===== config.mk =====
export PLATFORM = sky130hd
export DESIGN_NAME = id_stage_reg
export DESIGN_NICKNAME = d
export VERILOG_FILES = /design/src/rtl/id_stage_reg.sv
export SDC_FILE = /design/constraint.sdc
export NUM_CORES = 1
export LEC_CHECK = 0
export BUFFER_PORTS_ARGS = -buffer_cell sky130_fd_sc_hd__buf_2
export CORE_MARGIN = 3
export CORE_UTILIZATION = 27
export CTS_CLUSTER_DIAMETER = 30
export DETAILED_ROUTE_END_ITERATION = 10
export GPL_TIMING_DRIVEN = 1
export HOLD_SLACK_MARGIN = 0.1
export PLACE_DENSITY_LB_ADDON = 0.08
export SYNTH_ARGS = -nofsm -noshare
export SYNTH_HDL_FRONTEND = slang
export SYNTH_SLANG_ARGS = --single-unit

===== constraint.sdc =====
create_clock -name clk -period 5.2 [get_ports clk]
set_input_delay 0.26 -clock clk [delete_from_list [all_inputs] [get_ports clk]]
set_output_delay 0.26 -clock clk [all_outputs]
set_load 0.02 [all_outputs]

===== src/rtl/id_stage_reg.sv =====
// id_stage_reg: decode, condition check, register file with write-back bypass, and the
// ID/EX pipeline register in one block.
//
// Ports:
//   clk, rst                    rising-edge clock, synchronous active-high reset
//   in_valid, instruction,      instruction from IF/ID and its PC+4
//   pc_in
//   hazard, flush               stall request (bubble), taken-branch kill
//   sr                          status flags {N,Z,C,V}
//   write_back_en, dest_wb,     write-back port of the register file
//   result_wb
//   first_src, second_src,      combinational source indices for the hazard unit
//   two_src
//   out_valid ... val_rm        registered ID/EX fields seen by EXE
module id_stage_reg #(
    parameter int BIT_NUMBER   = 32,
    parameter int REG_NUM_BITS = 4,
    parameter int SR_BITS      = 4
) (
    input  logic                    clk,
    input  logic                    rst,
    input  logic                    in_valid,
    input  logic [BIT_NUMBER-1:0]   instruction,
    input  logic [BIT_NUMBER-1:0]   pc_in,
    input  logic                    hazard,
    input  logic                    flush,
    input  logic [SR_BITS-1:0]      sr,
    input  logic                    write_back_en,
    input  logic [REG_NUM_BITS-1:0] dest_wb,
    input  logic [BIT_NUMBER-1:0]   result_wb,
    output logic [REG_NUM_BITS-1:0] first_src,
    output logic [REG_NUM_BITS-1:0] second_src,
    output logic                    two_src,
    output logic                    out_valid,
    output logic [BIT_NUMBER-1:0]   pc_out,
    output logic                    wb_en,
    output logic                    mem_r_en,
    output logic                    mem_w_en,
    output logic                    b,
    output logic                    s,
    output logic                    imm,
    output logic [3:0]              exe_cmd,
    output logic [REG_NUM_BITS-1:0] dest,
    output logic [11:0]             shift_operand,
    output logic [23:0]             signed_imm_24,
    output logic [BIT_NUMBER-1:0]   val_rn,
    output logic [BIT_NUMBER-1:0]   val_rm
);

    localparam int RegDepth = 2 ** REG_NUM_BITS;

    // Instruction fields
    logic [3:0]              cond;
    logic [1:0]              mode;
    logic                    i_bit;
    logic [3:0]              opcode;
    logic                    s_bit;
    logic [REG_NUM_BITS-1:0] rn, rd, rm;

    assign cond   = instruction[31:28];
    assign mode   = instruction[27:26];
    assign i_bit  = instruction[25];
    assign opcode = instruction[24:21];
    assign s_bit  = instruction[20];
    assign rn     = REG_NUM_BITS'(instruction[19:16]);
    assign rd     = REG_NUM_BITS'(instruction[15:12]);
    assign rm     = REG_NUM_BITS'(instruction[3:0]);

    // Decode
    logic       dec_wb, dec_mr, dec_mw, dec_b, dec_s;
    logic [3:0] dec_cmd;
    logic       is_store;

    assign is_store = (mode == 2'b01) && !s_bit;

    always_comb begin
        dec_wb  = 1'b0;
        dec_mr  = 1'b0;
        dec_mw  = 1'b0;
        dec_b   = 1'b0;
        dec_s   = 1'b0;
        dec_cmd = 4'b0000;
        unique case (mode)
            2'b00: begin
                // Recognised ALU ops write back and honour S; unknown opcodes decode to nothing.
                dec_wb = 1'b1;
                dec_s  = s_bit;
                unique case (opcode)
                    4'b1101: dec_cmd = 4'b0001; // MOV
                    4'b1111: dec_cmd = 4'b1001; // MVN
                    4'b0100: dec_cmd = 4'b0010; // ADD
                    4'b0101: dec_cmd = 4'b0011; // ADC
                    4'b0010: dec_cmd = 4'b0100; // SUB
                    4'b0110: dec_cmd = 4'b0101; // SBC
                    4'b0000: dec_cmd = 4'b0110; // AND
                    4'b1100: dec_cmd = 4'b0111; // ORR
                    4'b0001: dec_cmd = 4'b1000; // EOR
                    4'b1010: begin              // CMP
                        dec_cmd = 4'b0100;
                        dec_wb  = 1'b0;
                    end
                    4'b1000: begin              // TST
                        dec_cmd = 4'b0110;
                        dec_wb  = 1'b0;
                    end
                    default: begin
                        dec_wb = 1'b0;
                        dec_s  = 1'b0;
                    end
                endcase
            end
            2'b01: begin
                // LDR when S=1, STR when S=0; address always computed by ADD
                dec_cmd = 4'b0010;
                dec_mr  = s_bit;
                dec_wb  = s_bit;
                dec_mw  = !s_bit;
            end
            2'b10: dec_b = 1'b1;
            default: ;
        endcase
    end

    // Condition check
    logic flag_n, flag_z, flag_c, flag_v;
    logic cond_pass;

    assign flag_n = sr[3];
    assign flag_z = sr[2];
    assign flag_c = sr[1];
    assign flag_v = sr[0];

    always_comb begin
        cond_pass = 1'b0;
        unique case (cond)
            4'b0000: cond_pass = flag_z;
            4'b0001: cond_pass = !flag_z;
            4'b0010: cond_pass = flag_c;
            4'b0011: cond_pass = !flag_c;
            4'b0100: cond_pass = flag_n;
            4'b0101: cond_pass = !flag_n;
            4'b0110: cond_pass = flag_v;
            4'b0111: cond_pass = !flag_v;
            4'b1000: cond_pass = flag_c && !flag_z;
            4'b1001: cond_pass = !flag_c || flag_z;
            4'b1010: cond_pass = (flag_n == flag_v);
            4'b1011: cond_pass = (flag_n != flag_v);
            4'b1100: cond_pass = !flag_z && (flag_n == flag_v);
            4'b1101: cond_pass = flag_z || (flag_n != flag_v);
            4'b1110: cond_pass = 1'b1;
            default: cond_pass = 1'b0;
        endcase
    end

    // Hazard-unit view
    assign first_src  = rn;
    assign second_src = is_store ? rd : rm;
    assign two_src    = !i_bit || is_store;

    // Register file, write-first bypass on reads
    logic [BIT_NUMBER-1:0] rf_q [RegDepth];
    logic [BIT_NUMBER-1:0] rd_rn, rd_rm;

    always_ff @(posedge clk) begin
        if (rst) begin
            for (int i = 0; i < RegDepth; i++) rf_q[i] <= '0;
        end else if (write_back_en) begin
            rf_q[dest_wb] <= result_wb;
        end
    end

    assign rd_rn = (write_back_en && dest_wb == first_src)  ? result_wb : rf_q[first_src];
    assign rd_rm = (write_back_en && dest_wb == second_src) ? result_wb : rf_q[second_src];

    // ID/EX register. Flush and hazard only gate the D side; data fields latch regardless.
    logic issue;
    assign issue = in_valid && cond_pass && !flush && !hazard;

    logic                    valid_q, wb_q, mr_q, mw_q, b_q, s_q, imm_q;
    logic [3:0]              cmd_q;
    logic [BIT_NUMBER-1:0]   pc_q, rn_val_q, rm_val_q;
    logic [REG_NUM_BITS-1:0] dest_q;
    logic [11:0]             shift_q;
    logic [23:0]             imm24_q;

    always_ff @(posedge clk) begin
        if (rst) begin
            valid_q  <= 1'b0;
            wb_q     <= 1'b0;
            mr_q     <= 1'b0;
            mw_q     <= 1'b0;
            b_q      <= 1'b0;
            s_q      <= 1'b0;
            imm_q    <= 1'b0;
            cmd_q    <= 4'b0000;
            pc_q     <= '0;
            rn_val_q <= '0;
            rm_val_q <= '0;
            dest_q   <= '0;
            shift_q  <= '0;
            imm24_q  <= '0;
        end else begin
            valid_q  <= issue;
            wb_q     <= issue && dec_wb;
            mr_q     <= issue && dec_mr;
            mw_q     <= issue && dec_mw;
            b_q      <= issue && dec_b;
            s_q      <= issue && dec_s;
            imm_q    <= issue && i_bit;
            cmd_q    <= issue ? dec_cmd : 4'b0000;
            pc_q     <= pc_in;
            rn_val_q <= rd_rn;
            rm_val_q <= rd_rm;
            dest_q   <= rd;
            shift_q  <= instruction[11:0];
            imm24_q  <= instruction[23:0];
        end
    end

    assign out_valid     = valid_q;
    assign wb_en         = wb_q;
    assign mem_r_en      = mr_q;
    assign mem_w_en      = mw_q;
    assign b             = b_q;
    assign s             = s_q;
    assign imm           = imm_q;
    assign exe_cmd       = cmd_q;
    assign pc_out        = pc_q;
    assign dest          = dest_q;
    assign shift_operand = shift_q;
    assign signed_imm_24 = imm24_q;
    assign val_rn        = rn_val_q;
    assign val_rm        = rm_val_q;

endmodule


==> flow_metrics.tcl, run 1 <==
set metrics [dict create \
    hold_path.class "in -> reg" \
    cp_cell_sequence "dlygate4sd3_1 -> buf_2 -> nor3b_2 -> mux2i_4 -> inv_2 -> buf_4 -> buf_2" \
    cts_max_path_buffers 3 \
    syn_to_final_growth_pct 32.81 \
    top_usage_layer "met2" \
    floorplan.initialDensity_pct 27.39 \
    final_common_cell "edfxtp_1" \
    hold-path-cell-count 3 \
    report.final.setup_viol 0 \
    post_synth_edffs 512 \
    power_frac_clock_pct 59.1 \
    synth_sequential_area_ratio_pct 56.25 \
    drt-pass1-iter-count 5 \
    critPathArrivalTime_ns 3.22 \
    number_of_i_o_pins 266 \
    timing.critical_path.mode_cell "buf_2" \
    clk_latency_ns 0.77 \
    gp_routability_congestion 0.7884 \
    core-area_sq_um 116800 \
    tns_ns 0 \
    synthesis.instances 2712 \
    cts_tree "done" \
    grt_overflow 0 \
    fillCellCount 11357 \
    peakVddDrop_mv 0.3608 \
    avgViaCountPerCell 5.589 \
    clk_pin_slew_worst_paths_ns 0.04 \
    postSynthAreaPerCell_sq_um 11.80 \
    cp_data_required_time_ns 4.94 \
    hpwl_um 68840 \
    async_reset_ff_share_pct 0 \
    cap_viol_max_count 0 \
    final_min_period_over_clock_period_pct 66.93 \
    grtUsageMet1_pct 29.36 \
    worst_slew_pin_slew_ns 1.134 \
    synth_area_sq_um 31990 \
    power_report.internal_total_w 0.01486 \
    grt.met2_usage_pct 33.99 \
    startpoint_class "input pin" \
    critical_path_class "in -> out" \
    io_buffers 265 \
    ctsHtreeMaxLevel 4 \
    hold_path_end "val_rm[16]$_SDFF_PP0_" \
    global_route_wire_length_before_repair_um 192800 \
    net-switching-power_w 0.004953 \
    seqPwrFrac_pct 30.7 \
    worst-r2r-cell-count 4 \
    yosys.cell_types.count 57 \
    grt_antenna_before_repair 0 \
    floorplan.die.height_um 350.2 \
    ys_seq_elements 643 \
    mostFrequentLayoutCells "edfxtp_1, nor3_1, a21oi_1, nand2_1, buf_2" \
    rrSetupSlack_ns 3.13 \
    wl_per_cell_um 28.49 \
    power.total_w 0.01981 \
    cellLeakagePower_nw 14.66 \
    power.share.combinational_pct 10.2 \
    multiInputGateArea_sq_um 12560 \
    dieArea_sq_um 122700 \
    clock_sink_count 643 \
    finalHoldViolations 0 \
    postRouteAntennaNets 0 \
    rr_endpoint "val_rn[16]$_SDFF_PP0_" \
    power_density_nw_per_um2 466.3 \
    grt_use_met3_pct 4.567 \
    worstReg2RegStart "rf_q[3][16]$_SDFFCE_PN0P_" \
    fp.dieW_um 350.2 \
    wirelength_um 133800 \
    grt.total_usage_pct 21.56 \
    initialDrtViolationCount 2326 \
    fmax_ghz 0.2873 \
    finClkSkew_ns 0.02495 \
    numCtsBuffers 190 \
    sequential_cell_area_sq_um 18000 \
    timing.slew.headroom_pct 24.43 \
    endpoint_kind "primary output" \
    outcome "complete, no violations" \
    top_flip_flop_cell_by_instance_count_after_synthesis "edfxtp_1" \
    route.vias.total 26242 \
    setup_repair_after_global_routing_missed_its_margin "no" \
    netSwitchingFraction_pct 25.00 \
    syn-num-nets 2822 \
    drc 0 \
    timing.hold.worst.start "result_wb[16]" \
    first_global_vias 27088 \
    drv_slew 0 \
    final_layout_size_suffix_gt1_share_pct 28.57 \
    placementRows 125 \
    antennaDiodeCount 0 \
    yosysWarningCount 0 \
    clk_root_buffer_cell "clkbuf_16" \
    timing.critical_path.fanout_max 34 \
    num-nets-final 3115 \
    cp_slowest_stage_delay_ns 0.78 \
    final_period_minus_worst_setup_slack_ns 3.480 \
    grt_start_max_net_pins 141 \
    critical_path.slowest_cell "mux2i_4" \
]
[cell usage after synthesis, drive strengths merged (32+ instances only)]
cell | count | area [sq um]
a21oi | 289 | 1491
a221oi | 124 | 1255
buf | 111 | 660.6
clkbuf | 240 | 900.9
clkinv | 32 | 120.1
dfxtp | 131 | 2623
edfxtp | 512 | 15370
mux4 | 162 | 3649
nand2 | 266 | 998.5
nor2 | 76 | 285.3
nor2b | 53 | 331.6
nor3 | 452 | 2262
nor4 | 131 | 819.5
o32ai | 32 | 513.0
[metrics by stage]
| step | instances | setup slack [ns] | utilization, % | hold WS, ns | cell area (sq um) |
|---|---|---|---|---|---|
| global route | 4695 | 1.601 | 36.37 | 0.1781 | 42490 |
| global placement | 4216 | 1.837 | 29.71 | 0.4679 | 34710 |
| finish | 4695 | 1.720 | 36.37 | 0.1700 | 42490 |
| CTS | 4695 | 1.706 | 36.37 | 0.1055 | 42490 |
| floorplan | 2712 | 1.160 | - | 0.3367 | 31990 |
| detailed placement | 4216 | 1.765 | 29.71 | 0.4734 | 34710 |
[registers in the layout, indices dropped and copies added (netlist names)]
| register | count |
|---|---|
| signed_imm_24 | 10 |
| shift_operand | 11 |
| out_valid | 1 |
| wb_en | 1 |
| val_rn | 32 |
| mem_r_en | 1 |
| b | 1 |
| rf_q | 512 |
| exe_cmd | 4 |
| pc_out | 32 |
| val_rm | 32 |
| imm | 1 |
| dest | 3 |
| s | 1 |
| mem_w_en | 1 |
[critical path: cells and delay by family]
kind	cells	cell delay, ns
buffers and inverters	5	1.53
muxes	1	0.78
and+or+nand+nor	1	0.62
[worst max path at each step]
stage                               end  slack (ns)       startpoint  depth (start not counted)
2_1_floorplan  rf_q[0][0]$_SDFFCE_PN0P_        1.16       dest_wb[2]                          5
3_3_place_gp      val_rm[31]$_SDFF_PP0_        1.84  instruction[27]                          9
3_5_place_dp      val_rm[20]$_SDFF_PP0_        1.76  instruction[27]                          9
4_1_cts                   second_src[3]        1.71  instruction[27]                          7
5_1_grt                   second_src[3]        1.60  instruction[27]                          7
6_report                  second_src[3]        1.72  instruction[27]                          7
[power by group through the flow]
stage	registers [W]	logic [W]	clock network (W)
after floorplan	0.00619	0.00112	0
after global placement	0.00615	0.00196	0
after detailed placement	0.00615	0.00197	0
after CTS	0.00608	0.00204	0.0119
after global routing	0.00610	0.00216	0.0122
final	0.00608	0.00202	0.0117
[kinds of logic (layout without fill, tap and decap cells)]
family / count (synthesis) / count (layout) / share of synthesized area, %
flip-flops: 643 / 643 / 56.25
XOR/XNOR: 10 / 10 / 0.2737
multiplexers: 173 / 173 / 11.80
AO/OA/AOI/OAI: 489 / 489 / 11.08
AND/OR/NAND/NOR: 1001 / 1001 / 15.19
buffers and inverters: 396 / 855 / 5.408
[layer usage]
| layer | routed length [um] | share of wire, % | vias up |
|---|---|---|---|
| met5 | 0 | 0 | - |
| met3 | 9677 | 7.2 | 242 |
| met4 | 3590 | 2.7 | 0 |
| li1 | - | - | 11210 |
| met2 | 60420 | 45 | 1229 |
| met1 | 60090 | 45 | 13561 |
[final cells by class]
| type | count | area share, % |
|---|---|---|
| well taps | 1524 | 4.487 |
| clock buffers | 244 | 12.46 |
| flip-flops and latches | 643 | 42.35 |
| clock inverters | 114 | 3.009 |
| repair buffers | 452 | 7.709 |
| multi-input cells | 1673 | 29.56 |
| inverters | 45 | 0.4240 |
[repair_timing]
action	in CTS	in global routing
endpoints found under the hold margin	99	0
buffers inserted	0	0
hold buffers	121	0
gates resized for setup	0	0
Power figures use the tool's default switching activity.
==> inputs of run 2 (changes only) <==
==> constraint.sdc (replaced) <==
create_clock -name clk -period 3.5 [get_ports clk]
set_input_delay 0.175 -clock clk [delete_from_list [all_inputs] [get_ports clk]]
set_output_delay 0.175 -clock clk [all_outputs]
set_load 0.02 [all_outputs]
==> flow_metrics.tcl, run 2 (same netlist as run 1, synthesis figures left out) <==
set metrics [dict create \
    timing.critical_path.fanout_max 17 \
    number_of_i_o_pins 266 \
    grt_antenna_before_repair 4 \
    timing.hold.worst.start "instruction[18]" \
    placementRows 125 \
    stdcell_area_sq_um 43080 \
    numCtsBuffers 188 \
    avgViaCountPerCell 5.597 \
    drv_slew 0 \
    startpoint_class "input pin" \
    clk_root_buffer_cell "clkbuf_16" \
    tns_ns 0 \
    setup_repair_after_global_routing_missed_its_margin "no" \
    num-nets-final 3143 \
    ctsHtreeMaxLevel 4 \
    worst_slew_pin_slew_ns 1.093 \
    critical_path.slowest_cell "dlygate4sd3_1" \
    floorplan.initialDensity_pct 27.39 \
    drc 0 \
    final_layout_size_suffix_gt1_share_pct 30.05 \
    critical_path_class "in -> reg" \
    fmax_ghz 0.3417 \
    cap_viol_max_count 0 \
    mostFrequentLayoutCells "edfxtp_1, nor3_1, a21oi_1, nand2_1, buf_2" \
    final_common_cell "edfxtp_1" \
    cts_max_path_buffers 3 \
    postCtsSetupRepairBufs 0 \
    net-switching-power_w 0.007429 \
    first_global_vias 27059 \
    floorplan.die.height_um 350.2 \
    hold_path.class "in -> reg" \
    final_period_minus_worst_setup_slack_ns 2.927 \
    syn_to_final_growth_pct 34.66 \
    global_route_wire_length_before_repair_um 194100 \
    dieArea_sq_um 122700 \
    grt_overflow 0 \
    gp_routability_congestion 0.8170 \
    dp_worst_setup_slack_ns 0.7030 \
    timing.slew.headroom_pct 27.15 \
    largest_reg_flops 512 \
    peakVddDrop_mv 0.4701 \
    route.vias.total 26433 \
    drt-pass1-iter-count 5 \
    grt_start_max_net_pins 132 \
    report.final.setup_viol 0 \
    cts_resized 0 \
    hpwl_um 73910 \
    fillCellCount 11271 \
    hold_path_end "signed_imm_24[18]$_SDFF_PP0_" \
    fp.dieW_um 350.2 \
    rrSetupSlack_ns 1.44 \
    postRouteAntennaNets 0 \
    hold-path-cell-count 3 \
    critPathArrivalTime_ns 3.62 \
    cellLeakagePower_nw 14.95 \
    wirelength_um 135000 \
    power_frac_clock_pct 60.2 \
    registers.top_by_ff_count "rf_q" \
    netSwitchingFraction_pct 24.44 \
    worst-r2r-cell-count 4 \
    power_density_nw_per_um2 705.4 \
    io_buffers 265 \
    hold_buffers 107 \
    wl_per_cell_um 28.58 \
    finClkSkew_ns 0.02734 \
    endpoint_kind "flop" \
    core-area_sq_um 116800 \
    clock_sink_count 643 \
    place_area_sq_um 35130 \
    outcome "complete, no violations" \
    cts_tree "done" \
    worstReg2RegStart "rf_q[3][25]$_SDFFCE_PN0P_" \
    cp_data_required_time_ns 4.19 \
    timing.critical_path.mode_cell "dlygate4sd3_1" \
    finalHoldViolations 0 \
    clk_latency_ns 0.75 \
    final_setup_margin_ns 0.5731 \
    clk_pin_slew_worst_paths_ns 0.04 \
    grt.total_usage_pct 21.67 \
    rr_endpoint "val_rn[25]$_SDFF_PP0_" \
    seqPwrFrac_pct 29.7 \
    power.share.combinational_pct 10.1 \
    cp_cell_sequence "dlygate4sd3_1 -> buf_4 -> inv_1 -> buf_4 -> o2111ai_1 -> dlygate4sd3_1 -> a31oi_1 -> and3_1 -> dlygate4sd3_1" \
    final_min_period_over_clock_period_pct 83.62 \
    power_report.internal_total_w 0.02296 \
    initialDrtViolationCount 2291 \
    cp_slowest_stage_delay_ns 0.73 \
]
-- run 2: cell types whose count changed in the layout (fill, tap and decap cells not counted), moves of 7 or more --
cell,previous run,this run
buf_4,52,89
dlygate4sd3_1,121,107
buf_12,17,24
clkinv_1,61,42
bufinv_16,24,35
-- run 2: area by class of cell --
cell class,count,area (sq um),area share (%)
timing repair buffer,482,3553,8.248
antenna,1,2.502,0.005808
sequential,643,18000,41.77
clock buffer,246,5295,12.29
multi-input combinational,1673,12560,29.15
clock inverter,109,1589,3.688
inverter,45,180.2,0.4182
tap,1524,1907,4.426
-- run 2: per-layer routing --
layer  wire length [um]  vias to the layer above  track usage (%)
li1                   -                    11234                -
met1              59410                    13656            29.41
met2              61800                     1298            34.51
met3              10020                      245            4.472
met4               3746                        0            7.315
met5                  0                        -                0
-- run 2: worst max path at each step --
stage	from	end	slack [ns]	depth (start not counted)
2_1_floorplan	rst	rf_q[3][0]$_SDFFCE_PN0P_	-0.34	6
3_3_place_gp	instruction[12]	val_rm[24]$_SDFF_PP0_	0.67	11
3_5_place_dp	instruction[27]	val_rm[25]$_SDFF_PP0_	0.70	9
4_1_cts	rst	s$_SDFF_PP0_	0.64	9
5_1_grt	rst	s$_SDFF_PP0_	0.40	9
6_report	rst	s$_SDFF_PP0_	0.57	9
-- run 2: through the flow --
stage / hold slack (ns) / utilization [%] / std cells / total power (W)
after floorplan: 0.2517 / - / 2712 / 0.01087
after global placement: 0.3830 / 30.07 / 4260 / 0.01212
after detailed placement: 0.3944 / 30.07 / 4260 / 0.01213
after CTS: 0.1015 / 36.88 / 4722 / 0.03066
after global routing: 0.1169 / 36.88 / 4722 / 0.03134
final: 0.1241 / 36.88 / 4723 / 0.03039
-- run 2: worst max-delay path: cells and delay by family --
family                 cells  cell delay [ns]
buffers and inverters      6             2.49
AO/OA/AOI/OAI              2             0.73
AND/OR/NAND/NOR            1             0.22
-- run 2: power groups by stage --
stage / registers, W / clock network (W) / logic, W
2_1_floorplan: 0.00920 / 0 / 0.00167
3_3_place_gp: 0.00914 / 0 / 0.00298
3_5_place_dp: 0.00914 / 0 / 0.00298
4_1_cts: 0.00903 / 0.0185 / 0.00309
5_1_grt: 0.00907 / 0.0190 / 0.00327
6_report: 0.00903 / 0.0183 / 0.00307
